$ cat src/rtl/ram_rd_stream.sv
// Burst read engine for the ram read port: issues a stepped address sequence, absorbs the
// fixed read latency and presents the words as a valid/ready stream with a last flag.
module ram_rd_stream #(
    parameter int RAM_ADDR_WIDTH = 6,
    parameter int RD_WIDTH       = 16,
    parameter int RD_IND         = 2,
    parameter int LEN_WIDTH      = 6,
    parameter int RD_LAT         = 1
) (
    input  logic                      rd_clk,
    input  logic                      rd_rst,
    input  logic                      cmd_valid,
    output logic                      cmd_ready,
    input  logic [RAM_ADDR_WIDTH-1:0] cmd_addr,
    input  logic [LEN_WIDTH-1:0]      cmd_len,
    output logic [RAM_ADDR_WIDTH-1:0] ram_rd_addr,
    input  logic [RD_WIDTH-1:0]       ram_rd_data,
    output logic [RD_WIDTH-1:0]       m_data,
    output logic                      m_valid,
    input  logic                      m_ready,
    output logic                      m_last,
    output logic                      busy
);
    localparam int DEPTH = RD_LAT + 1;
    localparam int PW    = $clog2(DEPTH);
    localparam int CW    = $clog2(DEPTH + 1);
    localparam int OW    = CW + 1;
    localparam logic [RAM_ADDR_WIDTH-1:0] ADDR_STEP = RAM_ADDR_WIDTH'(RD_IND);
    localparam logic [PW-1:0]             PTR_MAX   = PW'(DEPTH - 1);
    localparam logic [PW-1:0]             PTR_ONE   = PW'(1);
    localparam logic [LEN_WIDTH:0]        CNT_ONE   = (LEN_WIDTH+1)'(1);

    typedef enum logic [1:0] {IDLE, ISSUE, DRAIN} state_t;
    state_t state_reg, state_next;

    logic [RAM_ADDR_WIDTH-1:0] addr_reg;
    logic [LEN_WIDTH:0]        issue_cnt_reg;
    logic                      busy_reg;
    logic [RD_LAT-1:0]         vld_pipe_reg;
    logic [RD_LAT-1:0]         last_pipe_reg;
    logic [RD_WIDTH-1:0]       fifo_data_reg [DEPTH];
    logic [DEPTH-1:0]          fifo_last_reg;
    logic [PW-1:0]             wr_ptr_reg, rd_ptr_reg;
    logic [CW-1:0]             count_reg;

    logic          accept, issue, issue_last, push, pop, last_pop, credit;
    logic [OW-1:0] occ;

    assign cmd_ready   = (state_reg == IDLE) && !rd_rst;
    assign ram_rd_addr = addr_reg;
    assign busy        = busy_reg;
    assign m_valid     = (count_reg != '0);
    assign m_data      = fifo_data_reg[rd_ptr_reg];
    assign m_last      = m_valid && fifo_last_reg[rd_ptr_reg];

    assign pop        = m_valid && m_ready;
    assign last_pop   = pop && m_last;
    assign push       = vld_pipe_reg[RD_LAT-1];
    assign issue_last = issue && (issue_cnt_reg == CNT_ONE);

    // Reads in flight plus words already buffered must fit the FIFO; a pop this cycle frees a slot.
    always_comb begin
        occ = OW'(count_reg);
        for (int i = 0; i < RD_LAT; i++) begin
            occ = occ + OW'(vld_pipe_reg[i]);
        end
        credit = ((occ - OW'(pop)) < OW'(DEPTH));
    end

    always_ff @(posedge rd_clk) begin
        if (rd_rst) begin
            state_reg <= IDLE;
        end else begin
            state_reg <= state_next;
        end
    end

    always_comb begin
        state_next = state_reg;
        accept     = 1'b0;
        issue      = 1'b0;
        case (state_reg)
            IDLE: begin
                if (cmd_valid) begin
                    accept     = 1'b1;
                    state_next = ISSUE;
                end
            end
            ISSUE: begin
                if (credit) begin
                    issue = 1'b1;
                    if (issue_cnt_reg == CNT_ONE) begin
                        state_next = DRAIN;
                    end
                end
            end
            DRAIN: begin
                if (last_pop) begin
                    state_next = IDLE;
                end
            end
            default: state_next = IDLE;
        endcase
    end

    always_ff @(posedge rd_clk) begin
        if (rd_rst) begin
            addr_reg      <= '0;
            issue_cnt_reg <= '0;
            busy_reg      <= 1'b0;
        end else if (accept) begin
            addr_reg      <= cmd_addr;
            issue_cnt_reg <= {1'b0, cmd_len} + CNT_ONE;
            busy_reg      <= 1'b1;
        end else begin
            if (issue) begin
                addr_reg      <= addr_reg + ADDR_STEP;
                issue_cnt_reg <= issue_cnt_reg - CNT_ONE;
            end
            if (last_pop) begin
                busy_reg <= 1'b0;
            end
        end
    end

    // Issue/last flags travel alongside the ram latency so capture lines up with the returning word.
    always_ff @(posedge rd_clk) begin
        if (rd_rst) begin
            vld_pipe_reg  <= '0;
            last_pipe_reg <= '0;
        end else begin
            vld_pipe_reg[0]  <= issue;
            last_pipe_reg[0] <= issue_last;
            for (int i = 1; i < RD_LAT; i++) begin
                vld_pipe_reg[i]  <= vld_pipe_reg[i-1];
                last_pipe_reg[i] <= last_pipe_reg[i-1];
            end
        end
    end

    always_ff @(posedge rd_clk) begin
        if (rd_rst) begin
            wr_ptr_reg    <= '0;
            rd_ptr_reg    <= '0;
            count_reg     <= '0;
            fifo_last_reg <= '0;
            for (int i = 0; i < DEPTH; i++) begin
                fifo_data_reg[i] <= '0;
            end
        end else begin
            if (push) begin
                fifo_data_reg[wr_ptr_reg] <= ram_rd_data;
                fifo_last_reg[wr_ptr_reg] <= last_pipe_reg[RD_LAT-1];
                wr_ptr_reg <= (wr_ptr_reg == PTR_MAX) ? '0 : wr_ptr_reg + PTR_ONE;
            end
            if (pop) begin
                rd_ptr_reg <= (rd_ptr_reg == PTR_MAX) ? '0 : rd_ptr_reg + PTR_ONE;
            end
            count_reg <= count_reg + CW'(push) - CW'(pop);
        end
    end
endmodule

$ cat config.mk
export PLATFORM = sky130hd
export DESIGN_NAME = ram_rd_stream
export DESIGN_NICKNAME = d
export VERILOG_FILES = /design/src/rtl/ram_rd_stream.sv
export SDC_FILE = /design/constraint.sdc
export NUM_CORES = 1
export LEC_CHECK = 0
export ABC_AREA = 1
export CAP_MARGIN = 20
export CORE_AREA = 3 3 80 82
export CTS_CLUSTER_DIAMETER = 40
export DETAILED_ROUTE_END_ITERATION = 6
export DIE_AREA = 0 0 83 85
export GPL_TIMING_DRIVEN = 0
export PLACE_DENSITY = 0.74
export REMOVE_ABC_BUFFERS = 1
export SETUP_SLACK_MARGIN = 0.02
export SYNTH_ARGS = -nofsm -noshare
export SYNTH_HDL_FRONTEND = slang
export SYNTH_SLANG_ARGS = --single-unit
export TNS_END_PERCENT = 20
$ cat constraint.sdc
create_clock -name rd_clk -period 4.2 [get_ports rd_clk]
set_input_delay 0.84 -clock rd_clk [delete_from_list [all_inputs] [get_ports rd_clk]]
set_output_delay 0.84 -clock rd_clk [all_outputs]
set_load 0.005 [all_outputs]
==> parameters.txt <==
Parameter                              Value

Route
  Number of remaining DRC errors    0
  Detailed-route via count    2228
  Drt pass-1 iters    4
  Final ANT Viol Nets    0
  Avg Vias per Cell    4.95
  Routed wire length    5950 um
  DRC marker count from the first detailed-route iteration    110
  Routed len/inst    13.2 um

Floorplan
  Effective utilization at floorplan    0.491
  IO Count    58
  Area of the core    5820 um^2
  Total die area    7060 um^2
  DIE HEIGHT    85 um
  Num rows    28
  Horizontal die dimension    83 um

Layout
  Area growth from synthesis to layout    29.2%
  Commonest cells after routing, fill and taps aside    sky130_fd_sc_hd__nor2_1 (61), sky130_fd_sc_hd__clkdlybuf4s50_1 (57), sky130_fd_sc_hd__inv_1 (41)
  Commonest non-fill, non-tap cell in the layout    sky130_fd_sc_hd__nor2_1
  Filler cell count    496
  Number of nets in the layout    409
  Design Area, Final    3690 um^2
  Final antenna diode count    0
  Layout cell share with drive strength beyond 1    0.152
  Flip-flop count of the largest register, all copies and words added    32

Logic synthesis
  Share of the yosys chip area belonging to registers    0.511
  Fraction of post-synthesis cell area in the top cell type by area    0.336
  Flip-flop and latch count after synthesis    57
  Area fraction in and, or, nand and nor cells after synthesis    0.233
  Count of mapped cells out of synthesis    311
  Post-synthesis instance area    2860 um^2
  Count of yosys warnings during synthesis    0
  Area share of xor/xnor cells in the synthesized design    0.00613
  Largest family of logic cells by synthesized area    simple AND/OR/NAND/NOR gates
  Proportion of synthesized area in mux cells    0.0630
  Cells taking the most area after synthesis    sky130_fd_sc_hd__edfxtp_1 (34%), sky130_fd_sc_hd__dfxtp_1 (18%), sky130_fd_sc_hd__nor2_1 (8.0%), sky130_fd_sc_hd__mux2_2 (6.3%), sky130_fd_sc_hd__inv_1 (5.4%)
  Adder-Cell Fraction of Synth Area    0.0333
  Yosys cell types    35
  Compound-gate portion of the synthesized area    0.0705
  Top cell type by total area after synthesis    sky130_fd_sc_hd__edfxtp_1
  Average instance area after synthesis    9.19 um^2

Worst setup path
  R2R depth    13
  CP max FO    18
  Slack of the worst reg-to-reg path    1.60 ns
  Critical Path Start Type    primary input
  Data required time at the worst endpoint    4.16 ns
  Worst Path Arrival    3.32 ns
  Source of the critical timing path    rd_rst
  End of the worst register-to-register path    issue_cnt_reg[0]$_SDFFE_PP0P_
  Kind of capture point of the worst setup path    register
  Launch instance of the worst register-to-register path    count_reg[1]$_SDFF_PP0_
  Critical Setup Path Class    primary input to register

CTS
  H-tree Lvls    3
  Clock transition at the registers of the reported paths    0.06 ns
  Worst skew pair latency    0.34 ns
  Post-cts sizing count    0
  Number of buffers added by the clock tree synthesis step    9
  Clock tree from TritonCTS    built
  Clock buffer depth    2
  CTS Root Buffer Type    sky130_fd_sc_hd__clkbuf_8
  Num Clock Sinks    57
  Quantity of hold-fixing buffers added after cts    0
  Buffers inserted during post-CTS setup optimization    0

Timing
  Post-route setup TNS    0 ns
  Final worst clock skew    0.00949 ns
  Shortest period the worst path allows    3.36 ns
  Max-slew headroom at the worst pin    0.458
  Maximum achievable frequency    297 MHz
  Hold WS    0.483 ns
  Ratio of final minimum period to clock period    0.801
  Setup violators final    0
  Transition at the pin with the smallest max-transition slack    0.811 ns
  RSZ-0062 raised after global routing    false
  Final number of max-transition violations    0
  Final number of hold-violating endpoints    0

Global routing
  Wire length of the first global-routing pass    9890 um
  Total routing usage reported by global routing    0.178
  Total congestion overflow after global routing    0
  Antenna violations before repair    0
  Number of global-route vias before repair    2191
  Maximum number of pins on one net before global-route repair    20

Power
  Switching power    602 uW
  Areal power density over the cells    530 nW/um^2
  Gate power share    0.312
  Flop pwr share    0.380
  VDD IR max    0.360 mV
  Leakage power figure    1.57 nW
  Internal power summed over all cells    1.36 mW
  Share of power burned in the clock network    0.308
  Net switching fraction of the power    0.307

Worst hold path
  Count of cells along the worst hold path    2
  Worst-case hold path end point    busy$_SDFFE_PP0P_
  Path type of the worst min-delay path    register to register
  Worst hold start    busy$_SDFFE_PP0P_

Place
  Final HPWL from detailed placement    4140 um
  Weighted congestion at the end of routability-driven global placement    0.764
  # port buffers    57
  Area after DPL    3460 um^2

Outcome
  Outcome    finished, final reports clean

Job
  Max Cap Viol    0
==> layer usage <==
layer  vias up  global-route usage  share of wire
met1      1020               0.207           0.44
met3        14              0.0485          0.048
met5         -                   0              0
li1       1133                   -              -
met2        61               0.300           0.49
met4         0              0.0966          0.026
==> metrics by stage <==
stage / worst slack (ns) / instances / power (mW) / utilization
finish: 0.835 / 450 / 1.96 / 0.635
global route: 0.663 / 450 / 2.09 / 0.635
CTS: 0.852 / 450 / 1.98 / 0.635
detailed placement: 0.461 / 434 / 1.37 / 0.595
global placement: 0.540 / 434 / 1.35 / 0.595
floorplan: 1.60 / 302 / 1.13 / -
==> synthesized netlist by cell type, drive strengths merged <==
master / count
fa: 1
mux2: 16
nor2: 65
nand3: 25
and3: 1
o21bai: 1
a21oi: 12
nand4: 4
dfxtp: 25
a31o: 1
buf: 8
ha: 6
inv: 46
or2: 4
xor2: 1
o22ai: 1
nor3: 1
nand2: 39
xnor2: 1
o21ai: 20
edfxtp: 32
clkbuf: 1
==> worst max-delay path by stage <==
stage                     slack, ns  cells past startpoint                                 end
after global routing           0.66                      4   fifo_data_reg[0][8]$_SDFFCE_PN0P_
after detailed placement       0.46                      4  fifo_data_reg[0][14]$_SDFFCE_PN0P_
after floorplan                1.60                     12         ram_rd_addr[1]$_SDFFE_PP0P_
after CTS                      0.85                      4   fifo_data_reg[1][6]$_SDFFCE_PN0P_
after global placement         0.54                      4  fifo_data_reg[1][12]$_SDFFCE_PN0P_
final                          0.84                      4   fifo_data_reg[1][6]$_SDFFCE_PN0P_
==> power groups by stage <==
stage | clock network (mW) | registers (mW) | logic, mW
after detailed placement | 0 | 0.755 | 0.610
after CTS | 0.617 | 0.745 | 0.615
final | 0.604 | 0.744 | 0.610
after global routing | 0.650 | 0.757 | 0.681
after global placement | 0 | 0.751 | 0.595
after floorplan | 0 | 0.737 | 0.390
==> cell type report <==
class	count	area [um^2]	share of cell area
well taps	75	93.8	0.0254
inverters	46	173	0.0467
repair buffers	57	571	0.154
multi-input cells	199	1160	0.314
flip-flops and latches	57	1460	0.396
clock buffers	10	128	0.0346
clock inverters	6	106	0.0288
==> cell families (layout without fill, tap and decap cells) <==
| group | after synthesis | count (layout) |
|---|---|---|
| buffers and inverters | 55 | 119 |
| and+or+nand+nor | 139 | 139 |
| adders and majority gates | 7 | 7 |
| DFF | 57 | 57 |
| muxes | 16 | 16 |
| AOI/OAI and AO/OA | 35 | 35 |
| xor gates and xnor gates | 2 | 2 |
==> worst max-delay path, stage by stage <==
cell,delay [ns]
sky130_fd_sc_hd__clkdlybuf4s50_1,0.74
sky130_fd_sc_hd__inv_1,0.53
sky130_fd_sc_hd__nand3_2,0.44
sky130_fd_sc_hd__nand2_1,0.76
(Power assumes the default switching activity.)
